==> src/rtl/fetch_unit_pkg.sv <==
// Shared definitions for the instruction fetch stage: data width, reset PC,
// NOP encoding, redirect target selects, FSM encoding and the if/id payload.
package fetch_unit_pkg;

    localparam int unsigned XLEN = 32;

    localparam logic [XLEN-1:0] RESET_PC = 32'h0000_0000;
    localparam logic [XLEN-1:0] NOP      = 32'h0000_0000;
    localparam logic [XLEN-1:0] PC_STEP  = XLEN'(4);

    // Redirect target selects; 2'b11 falls back to the branch target.
    localparam logic [1:0] PCTYPE_BR = 2'b00;
    localparam logic [1:0] PCTYPE_JR = 2'b01;
    localparam logic [1:0] PCTYPE_J  = 2'b10;

    typedef enum logic [1:0] {
        ST_IDLE  = 2'd0,
        ST_FETCH = 2'd1,
        ST_HELD  = 2'd2
    } fetch_state_e;

    // One fetched instruction together with its fall-through address.
    typedef struct packed {
        logic [XLEN-1:0] instr;
        logic [XLEN-1:0] nextpc;
    } ifid_payload_t;

endpackage

==> src/rtl/pc_target_mux.sv <==
// Redirect target select for the fetch stage.
//   selpctype : 00 branch, 01 register, 10 jump index, 11 branch
//   pcimd2ext / rega / pcindex : candidate targets
//   target_c  : selected target (combinational)
module pc_target_mux
    import fetch_unit_pkg::*;
(
    input  logic [1:0]      selpctype,
    input  logic [XLEN-1:0] pcimd2ext,
    input  logic [XLEN-1:0] rega,
    input  logic [XLEN-1:0] pcindex,
    output logic [XLEN-1:0] target_c
);

    always_comb begin
        target_c = pcimd2ext;
        case (selpctype)
            PCTYPE_BR: target_c = pcimd2ext;
            PCTYPE_JR: target_c = rega;
            PCTYPE_J:  target_c = pcindex;
            default:   target_c = pcimd2ext;
        endcase
    end

endmodule

==> src/rtl/fetch_unit.sv <==
// Instruction fetch stage: owns the PC, fetches over a req/ack handshake,
// fills the if/id registers, applies decode redirects with one delay slot
// and parks a fetched instruction in a skid register while stalled.
//   clock, reset (async, active-low)
//   id_if_*           : redirect request and candidate targets from decode
//   if_stall          : freeze if/id
//   if_id_*           : instruction, its address + 4, valid flag to decode
//   if_mem_* / mem_if_* : instruction memory request/ack/data
module fetch_unit
    import fetch_unit_pkg::*;
(
    input  logic            clock,
    input  logic            reset,
    input  logic            id_if_selpcsource,
    input  logic [1:0]      id_if_selpctype,
    input  logic [XLEN-1:0] id_if_pcimd2ext,
    input  logic [XLEN-1:0] id_if_rega,
    input  logic [XLEN-1:0] id_if_pcindex,
    input  logic            if_stall,
    output logic [XLEN-1:0] if_id_instruc,
    output logic [XLEN-1:0] if_id_nextpc,
    output logic            if_id_valid,
    output logic [XLEN-1:0] if_mem_addr,
    output logic            if_mem_req,
    input  logic            mem_if_ack,
    input  logic [XLEN-1:0] mem_if_data
);

    fetch_state_e    state_q, state_d;
    logic [XLEN-1:0] pc_q, pc_d;
    logic [XLEN-1:0] if_id_instruc_q, if_id_instruc_d;
    logic [XLEN-1:0] if_id_nextpc_q, if_id_nextpc_d;
    logic            if_id_valid_q, if_id_valid_d;
    logic            if_mem_req_q, if_mem_req_d;
    ifid_payload_t   skid_q, skid_d;
    logic [XLEN-1:0] redir_pc_q, redir_pc_d;
    logic            redir_pend_q, redir_pend_d;

    logic [XLEN-1:0] target_c;
    logic            fetch_ack_c;
    logic            accept_c;

    pc_target_mux u_pc_target_mux (
        .selpctype (id_if_selpctype),
        .pcimd2ext (id_if_pcimd2ext),
        .rega      (id_if_rega),
        .pcindex   (id_if_pcindex),
        .target_c  (target_c)
    );

    // State and datapath registers.
    always_ff @(posedge clock or negedge reset) begin
        if (!reset) begin
            state_q         <= ST_IDLE;
            pc_q            <= RESET_PC;
            if_id_instruc_q <= NOP;
            if_id_nextpc_q  <= RESET_PC;
            if_id_valid_q   <= 1'b0;
            if_mem_req_q    <= 1'b0;
            skid_q          <= '{instr: NOP, nextpc: RESET_PC};
            redir_pc_q      <= RESET_PC;
            redir_pend_q    <= 1'b0;
        end else begin
            state_q         <= state_d;
            pc_q            <= pc_d;
            if_id_instruc_q <= if_id_instruc_d;
            if_id_nextpc_q  <= if_id_nextpc_d;
            if_id_valid_q   <= if_id_valid_d;
            if_mem_req_q    <= if_mem_req_d;
            skid_q          <= skid_d;
            redir_pc_q      <= redir_pc_d;
            redir_pend_q    <= redir_pend_d;
        end
    end

    // Next-state, if/id, skid, PC and redirect latch.
    always_comb begin
        state_d         = state_q;
        pc_d            = pc_q;
        if_id_instruc_d = if_id_instruc_q;
        if_id_nextpc_d  = if_id_nextpc_q;
        if_id_valid_d   = if_id_valid_q;
        skid_d          = skid_q;
        redir_pc_d      = redir_pc_q;
        redir_pend_d    = redir_pend_q;

        fetch_ack_c = (state_q == ST_FETCH) && mem_if_ack;
        accept_c    = if_id_valid_q && id_if_selpcsource && !if_stall;

        case (state_q)
            ST_IDLE:  state_d = ST_FETCH;
            ST_FETCH: if (fetch_ack_c && if_stall) state_d = ST_HELD;
            ST_HELD:  if (!if_stall) state_d = ST_FETCH;
            default:  state_d = ST_IDLE;
        endcase

        // if/id update; a stall freezes every bit.
        if (!if_stall) begin
            if (state_q == ST_HELD) begin
                if_id_instruc_d = skid_q.instr;
                if_id_nextpc_d  = skid_q.nextpc;
                if_id_valid_d   = 1'b1;
            end else if (fetch_ack_c) begin
                if_id_instruc_d = mem_if_data;
                if_id_nextpc_d  = pc_q + PC_STEP;
                if_id_valid_d   = 1'b1;
            end else begin
                if_id_instruc_d = NOP;
                if_id_valid_d   = 1'b0;
            end
        end

        if (fetch_ack_c && if_stall) begin
            skid_d = '{instr: mem_if_data, nextpc: pc_q + PC_STEP};
        end

        // The instruction after a redirecting one is its delay slot. If that
        // slot is already fetched (acked now or parked in skid) the target
        // goes straight to the PC; otherwise it waits for the slot's ack.
        if (fetch_ack_c) begin
            if (accept_c) begin
                pc_d = target_c;
            end else if (redir_pend_q) begin
                pc_d         = redir_pc_q;
                redir_pend_d = 1'b0;
            end else begin
                pc_d = pc_q + PC_STEP;
            end
        end else if (accept_c) begin
            if (state_q == ST_HELD) begin
                pc_d = target_c;
            end else begin
                redir_pc_d   = target_c;
                redir_pend_d = 1'b1;
            end
        end

        // Request follows the state being entered, so ack never reaches req.
        if_mem_req_d = (state_d == ST_FETCH);
    end

    assign if_id_instruc = if_id_instruc_q;
    assign if_id_nextpc  = if_id_nextpc_q;
    assign if_id_valid   = if_id_valid_q;
    assign if_mem_addr   = pc_q;
    assign if_mem_req    = if_mem_req_q;

endmodule

==> config.mk <==
export PLATFORM = sky130hd
export DESIGN_NAME = fetch_unit
export DESIGN_NICKNAME = d
export VERILOG_FILES = /design/src/rtl/fetch_unit_pkg.sv /design/src/rtl/pc_target_mux.sv /design/src/rtl/fetch_unit.sv
export SDC_FILE = /design/constraint.sdc
export NUM_CORES = 1
export LEC_CHECK = 0
export BUFFER_PORTS_ARGS = -buffer_cell sky130_fd_sc_hd__buf_2
export CORE_ASPECT_RATIO = 0.75
export CORE_MARGIN = 8
export CORE_UTILIZATION = 33
export CTS_BUF_LIST = sky130_fd_sc_hd__clkbuf_8 sky130_fd_sc_hd__clkbuf_16
export CTS_CLUSTER_SIZE = 25
export DETAILED_ROUTE_END_ITERATION = 6
export PLACE_DENSITY = 0.63
export SYNTH_ARGS = -nofsm -noshare
export SYNTH_HDL_FRONTEND = slang
export SYNTH_HIERARCHICAL = 1
export SYNTH_SLANG_ARGS = --single-unit
==> constraint.sdc <==
create_clock -name clock -period 2.5 [get_ports clock]
set_clock_uncertainty 0.05 [all_clocks]
set_input_delay 0.25 -clock clock [delete_from_list [all_inputs] [get_ports clock]]
set_output_delay 0.25 -clock clock [all_outputs]
set_load 0.05 [all_outputs]
# Word level (Yosys, flattened, before mapping)

Cells that the tools add are included.

Add/subtract/negate cells: 1
Multiply operators: 0
Divide/modulo/power cells: 0
Magnitude comparators: 0
Eq/ne operators: 7
Shift-type cells: 0
Muxes and demuxes: 19
Bitwise operators: 3
Reductions and logical operators: 12

Operators with widths:

| operator                                      | count |
|---|---|
| 2-to-1 mux 32 bit                             | 9 |
| one-hot mux 32 bit (2 select lines)           | 1 |
| adder 32 x 3 -> 32 bit, second input constant | 1 |
| == test 2 x 1 -> 1 bit, second input constant | 3 |
| 2-to-1 mux 1 bit                              | 6 |
| one-hot mux 2 bit (3 select lines)            | 1 |
| AND reduction 3 bit                           | 2 |
| == test 2 bit, second input constant          | 2 |
| logical AND 1 bit                             | 4 |
| 2-to-1 mux 2 bit                              | 2 |
| != test 2 bit, second input constant          | 2 |
| AND reduction 2 bit                           | 2 |
| nonzero test 2 bit                            | 2 |
| NOT 1 bit                                     | 3 |
| logical NOT 2 bit                             | 1 |
| logical NOT 1 bit                             | 1 |

Register bits: 197
Bits in latches: 0
RAM bits: 0
ROM bits: 0
Bits of input ports: 135
Logic and storage cells: 52
Memories: 0

# Logic depth before layout (Yosys ltp)

Gate-level depths: netlist (run 1).

Word-level depth: 6
Mapped depth: 10
Depth with buffers taken out: 8

# By module

Netlist (run 1), hierarchy kept.

Modules (own cells, without submodules):

| module        | instances | cells each | area an instance (µm²) | seq. area each (µm²) |
|---|---|---|---|---|
| fetch_unit    | 1         | 875        | 9136.3                 | 4929.7 |
| pc_target_mux | 1         | 113        | 636.9                  | 0.0 |

# Least setup slack after synthesis (run 1)

OpenSTA, ideal clock, no wires.

Path kind: register to register
Start: reg pc_q[4], in the netlist if_mem_addr[4]
End: reg pc_q[31], in the netlist if_mem_addr[31]
Library setup time: 121 ps
Arrival time: 2194 ps
Required time: 2329 ps
Path slack: 135 ps
Cell stages (with the launch flop): 7
Buffers on the path: 1
Period minus slack after synthesis: 2365 ps
Path through: dfrtp_1 buf_2 nand3_2 or4_4 nor4_4 a21oi_1 o22a_1

Longest elaborated chain between the ends: 4

Ends and longest elaborated chain:

| item                   | line              | text |
|---|---|---|
| start, declared        | fetch_unit.sv:30  | `logic [XLEN-1:0] pc_q, pc_d;` |
| start signal, assigned | fetch_unit.sv:65  | `pc_q <= pc_d;` |
| adder 32 x 3 -> 32 bit | fetch_unit.sv:127 | `pc_d = pc_q + PC_STEP;` |
| 2-to-1 mux 32 bit      | fetch_unit.sv:123 | `end else if (redir_pend_q) begin` |
| 2-to-1 mux 32 bit      | fetch_unit.sv:121 | `if (accept_c) begin` |
| 2-to-1 mux 32 bit      | fetch_unit.sv:120 | `if (fetch_ack_c) begin` |

No other way between the ends.
A chain may end at the register's enable or synchronous reset.

# Worst setup path in the final report (run 1)

Start: reg pc_q[2], in the netlist if_mem_addr[2]
End: reg if_id_nextpc_q[20], in the netlist if_id_nextpc[20]

Longest elaborated chain between the ends: 3

Ends and longest elaborated chain:

| item                   | line              | text |
|---|---|---|
| adder 32 x 3 -> 32 bit | fetch_unit.sv:105 | `if_id_nextpc_d = pc_q + PC_STEP;` |
| 2-to-1 mux 32 bit      | fetch_unit.sv:103 | `end else if (fetch_ack_c) begin` |
| 2-to-1 mux 32 bit      | fetch_unit.sv:99  | `if (state_q == ST_HELD) begin` |
| end signal, assigned   | fetch_unit.sv:67  | `if_id_nextpc_q <= if_id_nextpc_d;` |
| end, declared          | fetch_unit.sv:32  | `logic [XLEN-1:0] if_id_nextpc_q, if_id_nextpc_d;` |

No other way between the ends. The select of a mux whose other input is x is not followed.

==> results of run 1 <==
-- layout by cell type (no fill, tap or decap), types with 4 or more instances in the layout --
| cell type | instances |
|---|---|
| a21oi_1 | 42 |
| a22oi_1 | 66 |
| a2bb2oi_1 | 6 |
| a31oi_1 | 4 |
| and2_1 | 4 |
| and3_1 | 22 |
| buf_12 | 5 |
| buf_2 | 231 |
| buf_4 | 36 |
| clkbuf_16 | 17 |
| dfrtp_1 | 197 |
| dlygate4sd3_1 | 26 |
| inv_1 | 6 |
| inv_6 | 4 |
| mux2_2 | 75 |
| mux2i_1 | 11 |
| nand2_1 | 154 |
| nand3_1 | 22 |
| nand4_1 | 10 |
| nor2_1 | 35 |
| nor3_1 | 13 |
| nor4_1 | 6 |
| nor4_4 | 4 |
| o211ai_1 | 4 |
| o21a_1 | 8 |
| o21ai_0 | 99 |
| o21ai_1 | 36 |
| o22a_1 | 5 |
| o22ai_1 | 7 |
| o2bb2ai_1 | 6 |
| xnor2_1 | 16 |
| xor2_1 | 7 |
-- state kept, by name, indices dropped and copies added (netlist names) --
name	flops
state_q	2
redir_pend_q	1
skid_q	64
if_id_instruc	32
if_id_nextpc	32
if_id_valid	1
if_mem_req	1
if_mem_addr	32
redir_pc_q	32
-- routing by layer --
| layer | track usage | vias to the layer above | routed length (um) |
|---|---|---|---|
| met5 | 0 | - | 7 |
| met4 | 0.0386 | 2 | 352 |
| met3 | 0.0465 | 26 | 2140 |
| met2 | 0.281 | 255 | 14500 |
| met1 | 0.236 | 4199 | 14100 |
| li1 | - | 4050 | - |
-- where the power goes --
group / internal [W] / total, W / switching [W] / leakage (nW)
registers: 0.00439 / 0.00539 / 0.000993 / 2.45
clock network: 0.00130 / 0.00263 / 0.00133 / 0.264
logic: 0.00176 / 0.00558 / 0.00382 / 2.96
-- through the flow --
step                setup slack, ns  hold slack (ns)   util
floorplan                     0.135          -0.0956      -
global placement              0.154            0.211  0.395
detailed placement            0.201            0.215  0.395
CTS                           0.155          0.00389  0.423
global route                 0.0194          0.00565  0.423
finish                        0.165           0.0205  0.423
-- worst max-delay path, delay by kind of cell (launching register included) --
| kind | cells | cell delay (ns) |
|---|---|---|
| AND/OR/NAND/NOR | 3 | 0.94 |
| AO/OA/AOI/OAI | 1 | 0.11 |
| XOR/XNOR | 1 | 0.25 |
| flip-flops | 1 | 0.52 |
| adder cells (fa/ha/maj) | 1 | 0.34 |
-- cell families (layout without fill, tap and decap cells) --
group / count (synthesis) / in the layout / share of synthesized area
buffers and inverters: 81 / 338 / 0.0370
XOR/XNOR: 23 / 23 / 0.0206
AO/OA/AOI/OAI: 303 / 303 / 0.190
adder cells (fa/ha/maj): 3 / 3 / 0.00384
multiplexers: 86 / 86 / 0.0977
flip-flops: 197 / 197 / 0.504
AND/OR/NAND/NOR: 295 / 295 / 0.146
-- cell type report --
| type | instances | area share |
|---|---|---|
| inverter | 7 | 0.00213 |
| clock buffer | 17 | 0.0345 |
| timing repair buffer | 299 | 0.146 |
| sequential | 197 | 0.400 |
| tap | 392 | 0.0398 |
| multi-input combinational | 710 | 0.367 |
| clock inverter | 15 | 0.00986 |
-- how the worst max path moves through the flow --
stage / endpoint / startpoint / depth (start not counted)
finish: if_id_nextpc[20]$_DFFE_PN0P_ / if_mem_addr[2]$_DFFE_PN0P_ / 6
detailed placement: skid_q[25]$_DFFE_PN0P_ / if_mem_addr[5]$_DFFE_PN0P_ / 6
CTS: if_mem_addr[21]$_DFFE_PN0P_ / state_q[1]$_DFF_PN0_ / 6
global route: if_id_nextpc[20]$_DFFE_PN0P_ / if_mem_addr[2]$_DFFE_PN0P_ / 6
floorplan: if_mem_addr[31]$_DFFE_PN0P_ / if_mem_addr[4]$_DFFE_PN0P_ / 6
global placement: skid_q[25]$_DFFE_PN0P_ / if_mem_addr[5]$_DFFE_PN0P_ / 6
-- what timing repair did --
action                     4_1_cts  5_1_grt
hold endpoints to repair        76        0
setup endpoints to repair        0        4
resized for setup                0        2
hold buffers                    26        0
==> reports/qor.txt, run 1 <==
R2r endpoint: if_id_nextpc[20]$_DFFE_PN0P_
RSZ-0062 raised after global routing: false
Residual DRC: 0
Area grow syn2layout: 26.0%
Fraction of layout cells with a size suffix above 1: 0.320
Top_reg_cell synth: dfrtp_1
Vias in the first global route: 8671
WHS Endpoint: skid_q[48]$_DFFE_PN0P_
Vias per cell: 5.21
Worst-Margin Slew: 0.732 ns
DIE HEIGHT: 165 um
Clock buffer depth: 2
Startpoint class of the critical path: register
Worst-path cell chain: ha_1 -> nand4_1 -> nor2_1 -> nand3_1 -> xnor2_1 -> o21ai_0
Die X: 215 um
EDFF count, synth: 0
Max-Cap Viols: 0
Worst min-delay path class: input port to register
WL final: 31.2 mm
TNS Setup: 0 ns
Multi-input gate area: 4520 um2
Reg area: 4930 um2
Total track usage: 0.175
Slew Limit Fails: 0
Top post-synthesis cells by count: dfrtp_1, nand2_1, o21ai_0
Syn nets: 1126
Final min period: 2.34 ns
Final instance area: 12300 um2
GP Congestion: 0.935
Initial antenna violation count: 0
TritonCTS clock tree: built
Hold path depth: 2
Postcts setup bufs: 0
Critical path class: register to register
Finish-stage setup viols: 0
DIE AREA: 35400 um2
Worst-Skew Late Latency: 0.44 ns
Number of fill cells: 2891
Wire per inst: 19.0 um
CP max FO: 10
Final Cycle Share: 0.934
Cell count after synthesis: 988
TritonCTS Sinks: 197
Cell Area, Placed: 11500 um2
Power Density: 1100 nW/um2
FF-to-FF path depth: 6
Placed Cells: 1579
Yosys cell types: 58
CTS Root Cell: clkbuf_16
F_max: 428 MHz
Drt initial violations: 666
Tot Pwr: 0.0136 W
Synth top area share: 0.504
Critical Path Sink Type: register
Dpl hpwl: 22.8 mm
Worst endpoint data arrival time: 2.59 ns
Reg2reg setup slack: 0.16 ns
Htree depth: 4
Async set or reset register ratio after synthesis: 1.00
Final Hold Fails: 0
Top Ports: 233
Max incr delay on CP: 0.52 ns
Core area: 29100 um2
Max transition margin: 0.508
Ant. Diodes: 0
Status: complete, no violations
Port bufs: 232
TritonRoute pass-1 iters: 6
Clock transition at the registers of the reported paths: 0.07 ns
FP Rows: 54
Area leader, netlist: dfrtp_1
Starting Density: 0.336
Register area share after synthesis: 0.504
Worst R2R Start: if_mem_addr[2]$_DFFE_PN0P_
First-pass GRT wire length: 49.7 mm
Via count: 8532
Slowest cell on the critical path: dfrtp_1
Post-Layout Cell Count: 1637
Nets: 1370
Syn avg cell area: 9.89 um2
Hold_sp: mem_if_data[16]
Cell area after synthesis: 9770 um2
Required @ worst endpoint: 2.75 ns
Cells taking the most area after synthesis: dfrtp_1, mux2_2, nand2_1
FF+latch count, synth: 197
Largest net degree at the start of global routing: 76
P_leak: 5.67 nW
Max IR drop VDD: 675 uV
Most numerous cell in the Yosys netlist: dfrtp_1
Ys Warns: 6
Inserted Clock Buffers: 17
Total grt overflow: 0
Post-route ant nets: 0
Note: power is estimated with default switching activity, not from simulation.
==> inputs of run 2 (changes only) <==
CORE_UTILIZATION = 38   (was 33)
PLACE_DENSITY = 0.69   (was 0.63)
==> run 2 against run 1 <==
- via count decreased by 0.40%
- maximum frequency is 2.1% higher
- combinational power fell by 0.7%
- final cell count is 3.8% lower
- design area is 1.7% lower
- utilization is 5.0 points higher
- sequential share of layout area up 0.71 points
- first-iteration DRC count fell by 3.2%
- die area down 12%
- sequential cell count stayed put
- clock power barely moved
==> reports/qor.txt, run 2 (synthesized netlist as in run 1, its figures left out) <==
Final Hold Fails: 0
Vias in the first global route: 8703
Area grow syn2layout: 23.8%
Core area: 25600 um2
Post-route ant nets: 0
WL final: 29.9 mm
Drt initial violations: 645
Top Ports: 233
CTS Root Cell: clkbuf_16
Status: complete, no violations
Critical Path Sink Type: register
Power Density: 1120 nW/um2
Clock transition at the registers of the reported paths: 0.07 ns
TNS Setup: 0 ns
Total grt overflow: 0
DIE AREA: 31200 um2
Total track usage: 0.191
Htree depth: 4
Initial antenna violation count: 0
Nets: 1356
Worst-Margin Slew: 0.788 ns
Worst-Skew Late Latency: 0.43 ns
FP Rows: 51
Vias per cell: 5.40
Postcts setup bufs: 0
Inserted Clock Buffers: 17
Starting Density: 0.382
CP max FO: 10
Slew Limit Fails: 0
Clock buffer depth: 2
DIE HEIGHT: 155 um
First-pass GRT wire length: 48.4 mm
Ant. Diodes: 0
TritonCTS clock tree: built
Final Cycle Share: 0.915
CTS resizes: 0
Cell Area, Placed: 11400 um2
GP Congestion: 0.869
Finished Core Util: 0.473
Dpl hpwl: 22.1 mm
Max-Cap Viols: 0
Placed Cells: 1527
Final instance area: 12100 um2
TritonRoute pass-1 iters: 5
Finish-stage setup viols: 0
F_max: 437 MHz
Via count: 8498
TritonCTS Sinks: 197
Startpoint class of the critical path: register
Max FFs per register: 64
Max transition margin: 0.475
P_leak: 5.59 nW
RSZ-0062 raised after global routing: false
Post-Layout Cell Count: 1575
Die X: 201 um
Largest Register: skid_q
Largest net degree at the start of global routing: 68
Worst endpoint data arrival time: 2.54 ns
Required @ worst endpoint: 2.75 ns
Wire per inst: 19.0 um
Most frequent cells in the layout: buf_2, dfrtp_1, nand2_1, o21ai_0, mux2_2
Critical path class: register to register
Max IR drop VDD: 729 uV
Final min period: 2.29 ns
Post-CTS Hold Fix Bufs: 15
Residual DRC: 0
Commonest non-fill, non-tap cell in the layout: buf_2
Worst min-delay path class: input port to register
Port bufs: 232
Fraction of layout cells with a size suffix above 1: 0.319
## run 2: per-stage QoR
stage / hold slack (ns) / setup slack, ns / total power (W)
after global placement: 0.221 / 0.342 / 0.0108
after floorplan: -0.0956 / 0.135 / 0.00917
after detailed placement: 0.230 / 0.274 / 0.0110
after global routing: 0.00142 / 0.0239 / 0.0144
final: 0.0227 / 0.213 / 0.0135
after CTS: 0.000566 / 0.235 / 0.0137
## run 2: report_power, final
group	switching, W	internal, W	leakage (nW)
logic	0.00382	0.00173	2.89
clock network	0.00133	0.00130	0.258
registers	0.000974	0.00439	2.45
## run 2: worst paths after layout
check | from | to | slack (ns) | cells past startpoint
worst min-delay path | mem_if_data[0] | skid_q[32]$_DFFE_PN0P_ | 0.02 | 2
worst max-delay path | if_mem_addr[2]$_DFFE_PN0P_ | skid_q[24]$_DFFE_PN0P_ | 0.21 | 6
min in group asynchronous | reset | if_id_instruc[8]$_DFFE_PN0N_ | 0.31 | 2
worst min register to register | skid_q[21]$_DFFE_PN0P_ | skid_q[21]$_DFFE_PN0P_ | 0.42 | 2
worst max register to register | if_mem_addr[2]$_DFFE_PN0P_ | skid_q[24]$_DFFE_PN0P_ | 0.21 | 6
max in group asynchronous | reset | if_id_instruc[23]$_DFFE_PN0N_ | 1.33 | 3
## run 2: layout make-up
type                    count  area (um2)
fillers                  2422       13500
clock inverters            15         119
flip-flops and latches    197        4930
well taps                 344         430
multi-input cells         710        4510
inverters                   7        26.3
repair buffers            285        1660
clock buffers              17         425
## run 2: per-layer routing
layer  part of all wire  global-route usage  up-vias
li1                   -                   -     4026
met1               0.45               0.256     4220
met2               0.46               0.301      220
met3              0.069              0.0561       32
met4              0.018              0.0510        0
met5                  0                   0        -
## run 2: worst max-delay path: stages, from the launching register on
cell	delay (ns)
dfrtp_1	0.51
ha_1	0.34
nand4_1	0.19
nor2_1	0.44
and4_1	0.34
xnor2_1	0.16
o21ai_0	0.12
==> inputs of run 3 (changes only) <==
MAX_ROUTING_LAYER = met4   (was unset)
==> run 3 against run 2 <==
- total power is 0.85% higher
- maximum frequency shrank 3.8%
- worst hold slack got worse by 0.011 ns
- critical path type unchanged
- largest power group unchanged
==> reports/qor.txt, run 3 (synthesized netlist as in run 1, its figures left out) <==
Status: complete, no violations
Port bufs: 232
Starting Density: 0.382
Most frequent cells in the layout: buf_2, dfrtp_1, nand2_1, o21ai_0, mux2_2
WL final: 30.4 mm
Dpl hpwl: 22.1 mm
Worst endpoint data arrival time: 2.71 ns
CP max FO: 9
Final Cycle Share: 0.951
Core area: 25600 um2
GP Congestion: 0.904
TritonCTS Sinks: 197
RSZ-0062 raised after global routing: false
Critical path class: register to register
Post-route ant nets: 0
Clock transition at the registers of the reported paths: 0.07 ns
Multi-input gate area: 4510 um2
Inserted Clock Buffers: 17
DIE HEIGHT: 155 um
Residual DRC: 0
FP Rows: 51
Final min period: 2.38 ns
Slew Limit Fails: 0
Clock buffer depth: 2
TritonRoute pass-1 iters: 5
Max-Cap Viols: 0
Reg area: 4930 um2
Via count: 8549
Tot Pwr: 0.0137 W
Total grt overflow: 0
Worst min-delay path class: input port to register
Max FFs per register: 64
CTS Root Cell: clkbuf_16
Wire per inst: 19.2 um
Vias per cell: 5.41
Htree depth: 4
Finish-stage setup viols: 0
Area grow syn2layout: 24.8%
Startpoint class of the critical path: register
Final instance area: 12200 um2
Worst-Skew Late Latency: 0.44 ns
Total track usage: 0.198
Largest Register: skid_q
DIE AREA: 31200 um2
Reg2reg setup slack: 0.12 ns
First-pass GRT wire length: 48.3 mm
TritonCTS clock tree: built
Power Density: 1120 nW/um2
Commonest non-fill, non-tap cell in the layout: buf_2
TNS Setup: 0 ns
Initial antenna violation count: 1
CTS resizes: 0
Cell Area, Placed: 11400 um2
Final setup margin: 0.122 ns
Final Hold Fails: 0
Worst slack, placed: 0.245 ns
Top Ports: 233
Drt initial violations: 554
Required @ worst endpoint: 2.83 ns
Die X: 201 um
Nets: 1361
Worst-Margin Slew: 0.768 ns
Largest net degree at the start of global routing: 72
Critical Path Sink Type: register
Max transition margin: 0.488
Number of fill cells: 2418
Max IR drop VDD: 749 uV
F_max: 421 MHz
Vias in the first global route: 8695
Fraction of layout cells with a size suffix above 1: 0.315
P_leak: 5.63 nW
==> run 3: changes by cell type in the layout (fill, tap and decap cells not counted), sizes merged <==
| cell | delta |
|---|---|
| clkbuf | +1 |
| bufinv | +1 |
| diode | +1 |
| buf | -3 |
| clkinv | -1 |
| dlygate4sd3 | +8 |
| inv | -2 |
| clkinvlp | +1 |
==> run 3: layout make-up <==
cell class | count | area share
antenna | 1 | 0.000205
inverter | 7 | 0.00215
tap | 344 | 0.0353
multi-input combinational | 710 | 0.370
clock inverter | 14 | 0.0105
timing repair buffer | 290 | 0.142
clock buffer | 18 | 0.0360
sequential | 197 | 0.404
==> run 3: metrics by stage <==
step / hold slack (ns) / util / instances
after detailed placement: 0.260 / 0.445 / 1524
final: 0.0116 / 0.477 / 1581
after floorplan: -0.0956 / - / 988
after global routing: 0.00411 / 0.477 / 1581
after global placement: 0.252 / 0.445 / 1524
after CTS: 0.000278 / 0.476 / 1579
==> run 3: layer usage <==
layer | wire length (um) | vias to the layer above | GRT usage
li1 | - | 4041 | -
met1 | 14100 | 4244 | 0.263
met2 | 14000 | 230 | 0.300
met3 | 1640 | 34 | 0.0470
met4 | 618 | 0 | 0.0576
met5 | 0 | - | -
==> run 3: power breakdown <==
group / internal, W / switching, W / leakage, nW
logic: 0.00173 / 0.00386 / 2.91
clock network: 0.00141 / 0.00130 / 0.268
registers: 0.00439 / 0.000960 / 2.45
==> run 3: worst paths after layout <==
kind / from / end / depth (start not counted)
setup / recovery: if_mem_addr[4]$_DFFE_PN0P_ / skid_q[25]$_DFFE_PN0P_ / 6
setup reg to reg: if_mem_addr[4]$_DFFE_PN0P_ / skid_q[25]$_DFFE_PN0P_ / 6
hold / removal: mem_if_data[5] / skid_q[37]$_DFFE_PN0P_ / 2
hold reg to reg: if_id_nextpc[13]$_DFFE_PN0P_ / if_id_nextpc[13]$_DFFE_PN0P_ / 1
max in group asynchronous: reset / skid_q[62]$_DFFE_PN0P_ / 3
min in group asynchronous: reset / if_id_instruc[4]$_DFFE_PN0N_ / 2
==> run 3: critical path: stages, from the launching register on <==
cell,delay [ns]
dfrtp_1,0.56
nand3_2,0.16
nor4_1,0.58
buf_4,0.25
nand4_1,0.25
or3_1,0.39
nand3_1,0.08
==> run 3: what timing repair did <==
item,4_1_cts,5_1_grt
hold buffers,23,1
hold endpoints to repair,90,1
buffers inserted,0,0
